===== config.mk =====
export PLATFORM = sky130hd
export DESIGN_NAME = fpna_cfg_loader_flat
export DESIGN_NICKNAME = d
export VERILOG_FILES = /design/src/rtl/fpna_cfg_loader_if.sv /design/src/rtl/fpna_cfg_loader.sv /design/src/flat_wrapper.sv
export SDC_FILE = /design/constraint.sdc
export NUM_CORES = 1
export LEC_CHECK = 0
export ABC_CLOCK_PERIOD_IN_PS = 3300
export BUFFER_PORTS_ARGS = -buffer_cell sky130_fd_sc_hd__buf_2
export CORE_ASPECT_RATIO = 0.75
export CORE_UTILIZATION = 30
export DETAILED_ROUTE_END_ITERATION = 10
export SKIP_CTS_REPAIR_TIMING = 1
export SLEW_MARGIN = 20
export SYNTH_ARGS = -nofsm -noshare
export SYNTH_HDL_FRONTEND = slang
export SYNTH_SLANG_ARGS = --single-unit

===== constraint.sdc =====
create_clock -name clk -period 3.3 [get_ports clk]
set_clock_uncertainty 0.2 [all_clocks]
set_input_delay 0.33 -clock clk [delete_from_list [all_inputs] [get_ports clk]]
set_output_delay 0.33 -clock clk [all_outputs]
set_load 0.005 [all_outputs]

===== src/rtl/fpna_cfg_loader_if.sv =====
// Byte stream into the loader (cfg_*) and readback byte stream out of it (rb_*).
interface fpna_cfg_loader_if;
   logic [7:0] cfg_byte;
   logic       cfg_valid;
   logic       cfg_ready;
   logic [7:0] rb_byte;
   logic       rb_valid;

   modport master (
      output cfg_byte,
      output cfg_valid,
      input  cfg_ready,
      input  rb_byte,
      input  rb_valid
   );

   modport slave (
      input  cfg_byte,
      input  cfg_valid,
      output cfg_ready,
      output rb_byte,
      output rb_valid
   );
endinterface


===== src/rtl/fpna_cfg_loader.sv =====
// Configuration sequencer for the field-programmable neural array.
// Serializes accepted bytes MSB-first into the array scan chain while the
// array is held in reset, and returns the bits falling out of the chain tail
// as left-aligned readback bytes.
module fpna_cfg_loader #(
   parameter int CHAIN_LEN  = 64,
   parameter int CLR_CYCLES = 4
) (
   input  logic             clk,
   input  logic             rst_n,
   input  logic             start,
   input  logic             abort,
   fpna_cfg_loader_if.slave cfg,
   output logic             chain_bit,
   output logic             chain_en,
   input  logic             chain_tail,
   output logic             array_rst_n,
   output logic             busy,
   output logic             configured,
   output logic             done,
   output logic             err
);

   localparam logic [7:0]  CLR_LAST   = 8'(CLR_CYCLES - 1);
   localparam logic [15:0] CHAIN_BITS = 16'(CHAIN_LEN);

   typedef enum logic [1:0] {IDLE, CLEAR, LOAD, FINISH} state_t;

   state_t      state;
   state_t      state_next;
   logic [7:0]  clr_cnt;
   logic [15:0] remaining;   // chain bits still to be shifted
   logic [7:0]  sr;          // outgoing byte, sr[7] is the next chain bit
   logic [3:0]  sr_cnt;      // bits of sr still to shift; 0 means empty
   logic [7:0]  rb_sr;       // readback group being assembled
   logic [3:0]  rb_cnt;      // bits captured in the current readback group
   logic        ready;
   logic        accept;
   logic        shift;
   logic        abort_hit;
   logic        last_bit;
   logic [7:0]  rb_shifted;
   logic [3:0]  rb_cnt_inc;

   // State register
   always_ff @(posedge clk or negedge rst_n) begin
      if (!rst_n) state <= IDLE;
      else        state <= state_next;
   end

   // Next-state and handshake decode; abort wins over any same-cycle accept or shift
   always_comb begin
      state_next = state;
      ready      = 1'b0;
      accept     = 1'b0;
      shift      = 1'b0;
      abort_hit  = 1'b0;
      done       = 1'b0;
      case (state)
         IDLE: begin
            if (start) state_next = CLEAR;
         end
         CLEAR: begin
            if (abort) begin
               abort_hit  = 1'b1;
               state_next = IDLE;
            end else if (clr_cnt == CLR_LAST) begin
               state_next = LOAD;
            end
         end
         LOAD: begin
            ready = (sr_cnt == 4'd0) && (remaining != 16'd0);
            if (abort) begin
               abort_hit  = 1'b1;
               state_next = IDLE;
            end else begin
               accept = ready && cfg.cfg_valid;
               shift  = (sr_cnt != 4'd0);
               if (shift && (remaining == 16'd1)) state_next = FINISH;
            end
         end
         FINISH: begin
            done       = 1'b1;
            state_next = IDLE;
         end
         default: state_next = IDLE;
      endcase
   end

   assign cfg.cfg_ready = ready;
   assign chain_en      = shift;
   assign chain_bit     = shift & sr[7];
   assign busy          = (state != IDLE);
   assign last_bit      = (remaining == 16'd1);
   assign rb_shifted    = {rb_sr[6:0], chain_tail};
   assign rb_cnt_inc    = rb_cnt + 4'd1;

   // Counters, shift registers and registered status outputs
   always_ff @(posedge clk or negedge rst_n) begin
      if (!rst_n) begin
         clr_cnt      <= '0;
         remaining    <= '0;
         sr           <= '0;
         sr_cnt       <= '0;
         rb_sr        <= '0;
         rb_cnt       <= '0;
         cfg.rb_byte  <= '0;
         cfg.rb_valid <= 1'b0;
         array_rst_n  <= 1'b0;
         configured   <= 1'b0;
         err          <= 1'b0;
      end else begin
         cfg.rb_valid <= 1'b0;
         err          <= abort_hit;
         case (state)
            IDLE: begin
               clr_cnt <= '0;
               if (start) begin
                  configured  <= 1'b0;
                  array_rst_n <= 1'b0;
               end
            end
            CLEAR: begin
               clr_cnt   <= clr_cnt + 8'd1;
               remaining <= CHAIN_BITS;
               sr        <= '0;
               sr_cnt    <= '0;
               rb_sr     <= '0;
               rb_cnt    <= '0;
            end
            LOAD: begin
               if (accept) begin
                  // a short final byte only contributes its upper bits
                  sr     <= cfg.cfg_byte;
                  sr_cnt <= (remaining >= 16'd8) ? 4'd8 : remaining[3:0];
               end
               if (shift) begin
                  sr        <= {sr[6:0], 1'b0};
                  sr_cnt    <= sr_cnt - 4'd1;
                  remaining <= remaining - 16'd1;
                  if ((rb_cnt_inc == 4'd8) || last_bit) begin
                     cfg.rb_byte  <= rb_shifted << (4'd8 - rb_cnt_inc);
                     cfg.rb_valid <= 1'b1;
                     rb_sr        <= '0;
                     rb_cnt       <= '0;
                  end else begin
                     rb_sr  <= rb_shifted;
                     rb_cnt <= rb_cnt_inc;
                  end
               end
            end
            FINISH: begin
               configured  <= 1'b1;
               array_rst_n <= 1'b1;
            end
            default: ;
         endcase
         if (abort_hit) begin
            // partial readback is dropped, array stays in reset
            sr_cnt      <= '0;
            rb_sr       <= '0;
            rb_cnt      <= '0;
            configured  <= 1'b0;
            array_rst_n <= 1'b0;
         end
      end
   end

endmodule


===== src/flat_wrapper.sv =====
// flat-port wrapper written by rule: the top's interface ports become plain ports
module fpna_cfg_loader_flat 
#(
   parameter int CHAIN_LEN  = 64,
   parameter int CLR_CYCLES = 4
)
  (clk, rst_n, start, abort, chain_bit, chain_en, chain_tail, array_rst_n, busy, configured, done, err, cfg_cfg_byte, cfg_cfg_valid, cfg_cfg_ready, cfg_rb_byte, cfg_rb_valid);
  fpna_cfg_loader_if cfg_i ();
  input  logic clk;
  input  logic rst_n;
  input  logic start;
  input  logic abort;
  output logic chain_bit;
  output logic chain_en;
  input  logic chain_tail;
  output logic array_rst_n;
  output logic busy;
  output logic configured;
  output logic done;
  output logic err;
  input wire logic [$bits(cfg_i.cfg_byte)-1:0] cfg_cfg_byte;
  input wire logic [$bits(cfg_i.cfg_valid)-1:0] cfg_cfg_valid;
  output wire logic [$bits(cfg_i.cfg_ready)-1:0] cfg_cfg_ready;
  output wire logic [$bits(cfg_i.rb_byte)-1:0] cfg_rb_byte;
  output wire logic [$bits(cfg_i.rb_valid)-1:0] cfg_rb_valid;
  assign cfg_i.cfg_byte = cfg_cfg_byte;
  assign cfg_i.cfg_valid = cfg_cfg_valid;
  assign cfg_cfg_ready = cfg_i.cfg_ready;
  assign cfg_rb_byte = cfg_i.rb_byte;
  assign cfg_rb_valid = cfg_i.rb_valid;
  fpna_cfg_loader #(.CHAIN_LEN(CHAIN_LEN), .CLR_CYCLES(CLR_CYCLES)) u_core (.clk(clk), .rst_n(rst_n), .start(start), .abort(abort), .cfg(cfg_i), .chain_bit(chain_bit), .chain_en(chain_en), .chain_tail(chain_tail), .array_rst_n(array_rst_n), .busy(busy), .configured(configured), .done(done), .err(err));
endmodule

### Yosys cells after proc, flatten, opt, wreduce, memory -nomap -nowiden

Index checks and enable logic that the tools add are counted.

| storage, ports and cells | value |
|---|---|
| register bits after elaboration | 60 |
| input bits | 14 |
| output and inout bits | 17 |
| logic and storage cells | 93 |

| operators by class | value |
|---|---|
| $add $sub $neg | 5 |
| $lt $le $gt $ge | 1 |
| equal/unequal tests | 14 |
| shift operators | 1 |
| mux-type cells | 39 |
| bitwise operators | 1 |
| reductions and logical operators | 21 |

Operator list:

| kind | count |
|---|---|
| one-hot mux 16 bit (2 select lines) | 1 |
| one-hot mux 8 bit (2 select lines) | 2 |
| 2-to-1 mux 4 bit | 7 |
| 2-to-1 mux 7 bit | 3 |
| equality test 16 x 1 -> 1 bit, second input constant | 1 |
| greater-or-equal comparator 16 x 4 -> 1 bit, second input constant | 1 |
| 2-to-1 mux 16 bit | 1 |
| 2-to-1 mux 8 bit | 2 |
| one-hot mux 4 bit (2 select lines) | 2 |
| nonzero test 16 bit | 1 |
| subtractor 16 x 1 -> 16 bit, second input constant | 1 |
| one-hot mux 7 bit (2 select lines) | 1 |
| 2-to-1 mux 1 bit | 13 |
| 2-to-1 mux 2 bit | 5 |
| AND reduction 2 bit | 5 |
| != test 3 x 2 -> 1 bit, second input constant | 3 |
| adder 8 x 1 -> 8 bit, second input constant | 1 |
| equality test 8 x 2 -> 1 bit, second input constant | 1 |
| one-hot mux 2 bit (4 select lines) | 1 |
| << shifter 8 x 4 -> 8 bit | 1 |
| != test 3 x 1 -> 1 bit, second input constant | 2 |
| AND reduction 3 bit | 2 |
| nonzero test 2 bit | 3 |
| nonzero test 3 bit | 2 |
| other kinds (17) | 20 |

### Depth between registers and ports, before layout

Gate-level depths: netlist of run 1.

| logic depth | value |
|---|---|
| word-level depth | 9 |
| depth in mapped cells | 9 |

### Worst setup path after synthesis of run 1

Ideal clock, no wire load.

| timing path | value |
|---|---|
| kind | register -> register |
| start | register u_core.rb_cnt[1] |
| end | register u_core.cfg.rb_byte[4] |
| arrival | 1.922 ns |
| required time | 3.024 ns |
| slack | 1.102 ns |
| cell stages (with the launch flop) | 7 |
| buffers on the path | 0 |
| path through | dfrtp_1 ha_1 or4bb_1 o211ai_1 a21oi_1 a311o_1 o21ai_1 |

| on the way | value |
|---|---|
| word-level cells in the longest chain between the ends | 4 |

Ends and longest elaborated chain:

| what | line | RTL |
|---|---|---|
| from (decl) | fpna_cfg_loader.sv:36 | `logic [3:0] rb_cnt;` |
| from (signal assigned) | fpna_cfg_loader.sv:148 | `rb_cnt <= rb_cnt_inc;` |
| adder 4 x 1 -> 4 bit (*) | fpna_cfg_loader.sv:96 | `assign rb_cnt_inc = rb_cnt + 4'd1;` |
| parallel branches: the longest is 3 deep, another holds subtractor 4 bit | n/a |  |
| to (signal assigned) | fpna_cfg_loader.sv:142 | `cfg.rb_byte <= rb_shifted << (4'd8 - rb_cnt_inc);` |
| to (decl) | fpna_cfg_loader_if.sv:21 | `output rb_byte,` |

Mark *: on every way between the ends.
A chain may end at the register's enable or synchronous reset.

### Worst setup path in the final report of run 1

| timing path | value |
|---|---|
| start | register u_core.state[0] |
| end | output chain_en |

| on the way | value |
|---|---|
| word-level cells in the longest chain between the ends | 2 |

Ends and longest elaborated chain:

| what | line | RTL |
|---|---|---|
| from (decl) | fpna_cfg_loader.sv:29 | `state_t state;` |
| from (signal assigned) | fpna_cfg_loader.sv:48 | `else state <= state_next;` |
| equality test 2 bit | fpna_cfg_loader.sv:59 | `case (state)` |
| 2-to-1 mux 1 bit | fpna_cfg_loader.sv:59 |  |
| to (decl) | flat_wrapper.sv:14 | `output logic chain_en;` |

Every way passes these cells.

==> results of run 1 <==
==> worst max-delay path, stage by stage, from the launching register on <==
cell,delay [ps]
dfrtp_1,400
inv_1,120
ha_1,430
and2b_1,310
nand2_2,240
inv_2,330
buf_2,180
==> metrics by stage <==
| step | instance area, um2 | utilization [%] | total power, mW | std cells |
|---|---|---|---|---|
| detailed placement | 3687 | 33.70 | 1.763 | 509 |
| floorplan | 3383 | - | 1.512 | 348 |
| finish | 4000 | 36.56 | 2.702 | 526 |
| CTS | 3990 | 36.47 | 2.714 | 525 |
| global route | 4000 | 36.56 | 2.864 | 526 |
| global placement | 3687 | 33.70 | 1.742 | 509 |
==> logic make-up after synthesis <==
kind of cell / count (synthesis) / synth area share [%]
simple gates: 132 / 21.78
fa+ha+maj: 11 / 4.068
xor+xnor: 15 / 3.883
buf+inv: 34 / 4.364
flops: 60 / 44.38
compound gates: 84 / 15.98
mux: 12 / 5.547
==> path summary, 6_finish.rpt <==
| check | to | slack [ps] | cells after the start | from |
|---|---|---|---|---|
| worst max-delay path | chain_en | 420 | 6 | u_core.state[0] |
| worst min-delay path | u_core.rb_sr[0] | 100 | 2 | chain_tail |
| worst max register to register | u_core.cfg.rb_byte[5] | 550 | 8 | u_core.state[0] |
| worst min register to register | u_core.cfg.rb_byte[0] | 280 | 2 | u_core.cfg.rb_byte[0] |
| max in group asynchronous | u_core.remaining[2] | 1680 | 3 | rst_n |
| min in group asynchronous | u_core.sr_cnt[2] | 300 | 2 | rst_n |
==> routing by layer <==
metal	up-vias	GRT usage, %	wire, um	part of all wire (%)
li1	1321	-	-	-
met4	0	8.333	170	2.2
met1	1294	19.94	4009	52
met2	49	21.32	3290	42
met3	15	3.132	298	3.8
met5	-	0	0	0
==> state kept, by name (all words and copies together), names as in the netlist <==
register,count
u_core.remaining,16
u_core.cfg.rb_byte,8
u_core.clr_cnt,8
u_core.sr,8
u_core.rb_sr,7
u_core.rb_cnt,4
u_core.sr_cnt,4
u_core.state,2
u_core.array_rst_n,1
u_core.cfg.rb_valid,1
u_core.err,1
==> where the power goes <==
group	leakage [nW]	total (mW)	switching, mW	internal, mW
logic	0.801	0.848	0.547	0.301
clock network	0.155	0.946	0.327	0.619
registers	0.825	0.908	0.0851	0.823
==> area by class of cell <==
type                    count  area (um2)
repair buffers             38       212.7
inverters                  18       67.56
clock inverters             5       50.05
flip-flops and latches     60        1501
multi-input cells         254        1740
clock buffers              11       252.7
well taps                 140       175.2
fillers                  1072        6942
==> cells in the final DEF, fill, tap and decap left out, drive strengths merged, types with 5 or more instances in the layout <==
cell type  synthesis  routed
buf               11      37
nand4              8       8
a22o              13      13
xnor2              5       5
inv               18      18
nor2              23      23
nand3             10      10
nor4               7       7
clkbuf             5      11
o21ai             29      29
mux4               5       5
ha                11      11
nand2             40      40
xor2              10      10
dfrtp             60      60
and3              10      10
a21oi             21      21
o31ai              6       6
nor3               6       6
==> summary.txt, run 1 <==
Outcome
  – Outcome: finished clean

Clock network
  – H-Tree Depth: 3
  – Reg clk slew, reported paths: 50 ps
  – Clock Tree Root: clkbuf_16
  – Max clock buf depth: 2
  – Num CTS Buffers: 9
  – Clk sinks: 60
  – Worst skew pair latency: 330 ps
  – CTS tree: built

Yosys
  – Largest area contributor in the netlist: dfrtp_1
  – Async S/R FF share, synth: 100.0%
  – Synth Register Bits: 60
  – Most frequent cell after synthesis: dfrtp_1
  – Sequential area share after synthesis: 44.38%
  – Synth Instances: 348
  – Syn Area/Cell: 9.722 um2
  – Most common library cells after synthesis: dfrtp_1 (60), nand2_1 (39), nor2_1 (23), o21ai_0 (23), a21oi_1 (21)
  – Yosys top cell area share: 44.38%
  – Syn nets: 373
  – Synth Flop Type: dfrtp_1
  – Mapped Area: 3383 um2
  – Ranking of synthesized cells by area: dfrtp_1 (44%), nand2_1 (4.3%), ha_1 (4.1%), o21ai_0 (3.4%), a22o_1 (3.4%)
  – Syn. warnings: 0
  – Cell variety after synth: between 50 and 60
  – EDFF count, synth: 0

Global routing
  – First-pass GRT wire length: roughly 13,000 um
  – Initial antenna violation count: 0
  – Largest net degree at the start of global routing: 42
  – Vias in the first global route: 2,724
  – Tot GR Track Use: 14.59%
  – Gr ovfl total: 0

Pwr
  – Peak VDD IR: between 0.0002 and 0.0003 V
  – Power density over the cells: 675.4 nW/um2
  – LEAKAGE: 1.781 nW

Floorplanning
  – Initial Util: about 31%
  – Die height: ~94 um
  – Rows: 33
  – Die ar.: 11,710 um2
  – I/O pins: 31
  – Core ar.: 10,940 um2
  – Die Span X: 124.6 um

Final layout
  – P&R area growth vs syn: 18.23%
  – Share of layout cells above drive strength 1: between 10% and 20%
  – N_diodes: 0
  – Total Nets Final: 406

Timing
  – Final period util: between 80 and 90%
  – Setup TNS: 0 ps
  – Final WS setup: 423.2 ps
  – FMAX: 347.6 MHz
  – Worst Max-Slew Pin Slew: 598.5 ps
  – Fin Hold WS: 98.65 ps
  – RSZ-0062 raised after global routing: no
  – Fin crit period: ~2900 ps
  – Rel. slew slack: 60.02%
  – Finish-stage setup viols: 0
  – Max-slew violations: 0
  – Final Hold Viols: 0

Detailed routing
  – Initial DRT Pass Iterations: 6
  – Via count: 2,679
  – DRT iter0 DRCs: 150
  – Vias per inst: 5.093
  – Final wirelength: ~8000 um
  – Post-route ant nets: 0
  – Remaining DRCs: 0
  – Wirelength per Cell: 14.77 um

Placement
  – IO Port Bufs: 30
  – Final GP Congestion: 0.8403
  – Worst slack, placed: 573.4 ps
  – Post-DP HPWL: 5435 um

Critical path
  – CP Capture Type: output port
  – CP Max Fanout: 19
  – Worst path required time: 2770 ps
  – CP Launch Type: flip-flop
  – Worst Path Arrival: ~2400 ps
  – WS Path Type: reg -> out

Run
  – MaxCap Viol Count: 0

Worst hold path
  – HP Class: in -> reg
(Power assumes the default switching activity.)
==> run 2, diff against run 1 <==
--- a/config.mk
+++ b/config.mk
@@ -5,6 +5,7 @@
 export SDC_FILE = /design/constraint.sdc
 export NUM_CORES = 1
 export LEC_CHECK = 0
+export ABC_AREA = 1
 export ABC_CLOCK_PERIOD_IN_PS = 3300
 export BUFFER_PORTS_ARGS = -buffer_cell sky130_fd_sc_hd__buf_2
 export CORE_ASPECT_RATIO = 0.75
==> summary.txt, run 2 <==
Outcome
  – Outcome: finished clean

Critical path
  – Worst path required time: 3330 ps (+560 ps)
  – Reg2Reg Setup Slack: 670 ps (+120 ps)
  – CP Max Fanout: 20 (+1)
  – Worst Path Arrival: 2660 ps (+310 ps)
  – Worst r2r src: u_core.state[0]
  – Critical-path top delay cell: nand4_1
  – Critical-path cell list: inv_1 > ha_1 > inv_2 > nor2_4 > nand2_2 > clkinv_2 > nand4_1 > o21ai_0
  – WS Path Type: reg -> reg
  – Buf/Inv on CP: 3 (unchanged)
  – Slowest cell delay on critical path: 590 ps (+160 ps)
  – CP Launch Type: flip-flop
  – R2R cell count: 8 (unchanged)
  – Worst R2R End: u_core.rb_sr[6]
  – CP Capture Type: flip-flop
  – CP delay by family, top: simple AND/OR/NAND/NOR gates

Clock network
  – Clk sinks: 60 (unchanged)
  – Num CTS Buffers: 9 (unchanged)
  – Clock Tree Root: clkbuf_16
  – CTS tree: built
  – Worst skew pair latency: 340 ps (about the same)
  – H-Tree Depth: 3 (unchanged)
  – Max clock buf depth: 2 (unchanged)
  – Reg clk slew, reported paths: 50 ps (about the same)

Yosys
  – Area share of xor/xnor cells in the synthesized design: 2.374% (-1.5 points)
  – Synth Area in Compound Gates: 7.774% (-8.2 points)
  – Syn nets: 534 (+43%)
  – Largest area contributor in the netlist: dfrtp_1
  – EDFF count, synth: 0 (unchanged)
  – Async S/R FF share, synth: 100.0% (unchanged)
  – Most common library cells after synthesis: nand2_1 (173), nor2_1 (63), dfrtp_1 (60)
  – Adder-cell share of the synthesized area: 3.784% (-0.28 points)
  – Yosys top cell area share: 41.28% (-3.1 points)
  – Syn. warnings: 0 (unchanged)
  – Mapped Area: 3637 um2 (+7.5%)
  – Most frequent cell after synthesis: nand2_1
  – Post-Synth Simple-Gate Area: 36.26% (+14 points)
  – Synth Register Bits: 60 (unchanged)
  – Syn Area/Cell: 7.146 um2 (-26%)
  – Largest family of logic cells by synthesized area: simple AND/OR/NAND/NOR gates
  – Cell variety after synth: 32 (-41%)
  – Ranking of synthesized cells by area: dfrtp_1 (41%), nand2_1 (18%), nand3_1 (7.0%), nor2_1 (6.5%), inv_1 (5.6%)
  – Proportion of synthesized area in mux cells: 0% (-5.5 points)
  – Sequential area share after synthesis: 41.28% (-3.1 points)
  – Synth Instances: 509 (+46%)
  – Synth Flop Type: dfrtp_1

Timing
  – Final WS setup: 673.1 ps (+249.9 ps)
  – Finish-stage setup viols: 0 (unchanged)
  – Final Hold Viols: 0 (unchanged)
  – Setup TNS: 0 ps (unchanged)
  – RSZ-0062 raised after global routing: no
  – Rel. slew slack: 50.10% (-9.9 points)
  – Final period util: 79.60% (-7.6 points)
  – Max-slew violations: 0 (unchanged)
  – Fin crit period: 2627 ps (-249.9 ps)
  – FMAX: 380.7 MHz (+9.5%)
  – Worst Max-Slew Pin Slew: 748.5 ps (+150.1 ps)

Final layout
  – Commonest non-fill, non-tap cells in the layout: nand2_1 (173), nor2_1 (63), dfrtp_1 (60)
  – Total Nets Final: 566 (+39%)
  – Commonest non-fill, non-tap cell in the layout: nand2_1
  – P&R area growth vs syn: 16.44%
  – Max reg flops: 16 (unchanged)
  – Share of layout cells above drive strength 1: 13.03% (-5.9 points)
  – Reg with most FFs: u_core.remaining
  – N_diodes: 0 (unchanged)

Global routing
  – Vias in the first global route: 3,048 (+12%)
  – First-pass GRT wire length: 14,840 um (+10%)
  – Tot GR Track Use: 15.26% (+0.67 points)
  – Gr ovfl total: 0 (unchanged)
  – Largest net degree at the start of global routing: 34 (-19%)
  – Initial antenna violation count: 0 (unchanged)

Worst hold path
  – Hold EP: u_core.rb_sr[0]
  – Worst hold start: chain_tail
  – HP Class: in -> reg
  – Hold Crit Depth: 3 (+1)

Floorplanning
  – Die ar.: 12,570 um2 (+7.4%)
  – Core ar.: 11,700 um2 (+6.9%)
  – Rows: 34 (+3.0%)
  – Die Span X: 129.1 um (+3.6%)
  – I/O pins: 31 (unchanged)
  – Initial Util: 31.09% (+0.17 points)
  – Die height: 97.36 um (+3.6%)

Detailed routing
  – Initial DRT Pass Iterations: 4 (-2)
  – Post-route ant nets: 0 (unchanged)
  – Via count: 3,279 (+22%)
  – Final wirelength: 8540 um (+9.9%)
  – Remaining DRCs: 0 (unchanged)
  – Wirelength per Cell: 12.08 um (-18%)
  – Vias per inst: 4.638 (-8.9%)
  – DRT iter0 DRCs: 229 (+53%)

Pwr
  – Peak VDD IR: 0.0003272 V (+27%)
  – LEAKAGE: 2.272 nW (+28%)
  – Power density over the cells: 737.3 nW/um2 (+9.2%)

Run
  – MaxCap Viol Count: 0 (unchanged)

Placement
  – Post-DP HPWL: 6324 um (+16%)
  – Final GP Congestion: 0.8769 (+4.4%)
  – Worst slack, placed: 660.0 ps (+86.65 ps)
  – IO Port Bufs: 30 (unchanged)
## run 2: cell types whose count changed after synthesis, moves of 10 or more
cell / before / now
nand2_1: 39 / 173
a22o_1: 13 / 1
nor2_1: 23 / 63
nand3_1: 9 / 51
inv_1: 17 / 54
a21oi_1: 21 / 6
o21ai_2: 0 / 10
## run 2: cell type report
cell class | count | area (um2)
tap | 162 | 202.7
multi-input combinational | 378 | 1826
inverter | 58 | 219.0
timing repair buffer | 34 | 182.7
fill | 1207 | 7463
sequential | 60 | 1501
clock inverter | 1 | 30.03
clock buffer | 14 | 274.0
## run 2: worst max path at each step
stage                                from               to  cells past startpoint
after floorplan           u_core.state[0]        chain_bit                      8
after global placement    u_core.state[0]  u_core.rb_sr[6]                      8
after detailed placement  u_core.state[0]  u_core.rb_sr[6]                      8
after CTS                 u_core.state[0]  u_core.rb_sr[6]                      8
after global routing      u_core.state[0]  u_core.rb_sr[6]                      8
final                     u_core.state[0]  u_core.rb_sr[6]                      8
## run 2: cells by family after synthesis
logic type	count (synthesis)
DFF	60
buffers and inverters	71
AOI/OAI and AO/OA	47
xor gates and xnor gates	9
adders and majority gates	11
and+or+nand+nor	311
## run 2: routing by layer
layer | vias up | part of all wire (%) | track usage [%]
li1 | 1670 | - | -
met1 | 1519 | 50 | 21.67
met2 | 80 | 43 | 22.08
met3 | 10 | 5.9 | 4.515
met4 | 0 | 1.2 | 4.615
met5 | - | 0 | 0
## run 2: worst register-to-register path: cells and delay by family, from the launching register on
kind	cells	cell delay, ps
AOI/OAI and AO/OA	1	360
adders and majority gates	1	190
buffers and inverters	3	420
DFF	1	410
and+or+nand+nor	3	960
## run 2: per-stage QoR
stage,area [um2],hold WS [ps],total power [mW],cells,utilization (%)
2_1_floorplan,3637,-165.6,1.858,509,-
3_3_place_gp,3921,244.2,2.148,691,33.52
4_1_cts,4225,-109.7,3.144,706,36.12
3_5_place_dp,3921,249.5,2.165,691,33.52
5_1_grt,4235,95.53,3.371,707,36.20
6_report,4235,99.33,3.123,707,36.20
## run 2: report_power, final
part	total, mW	switching [mW]	internal, mW
Clock	0.959	0.317	0.642
Sequential	0.971	0.115	0.856
Combinational	1.19	0.834	0.359
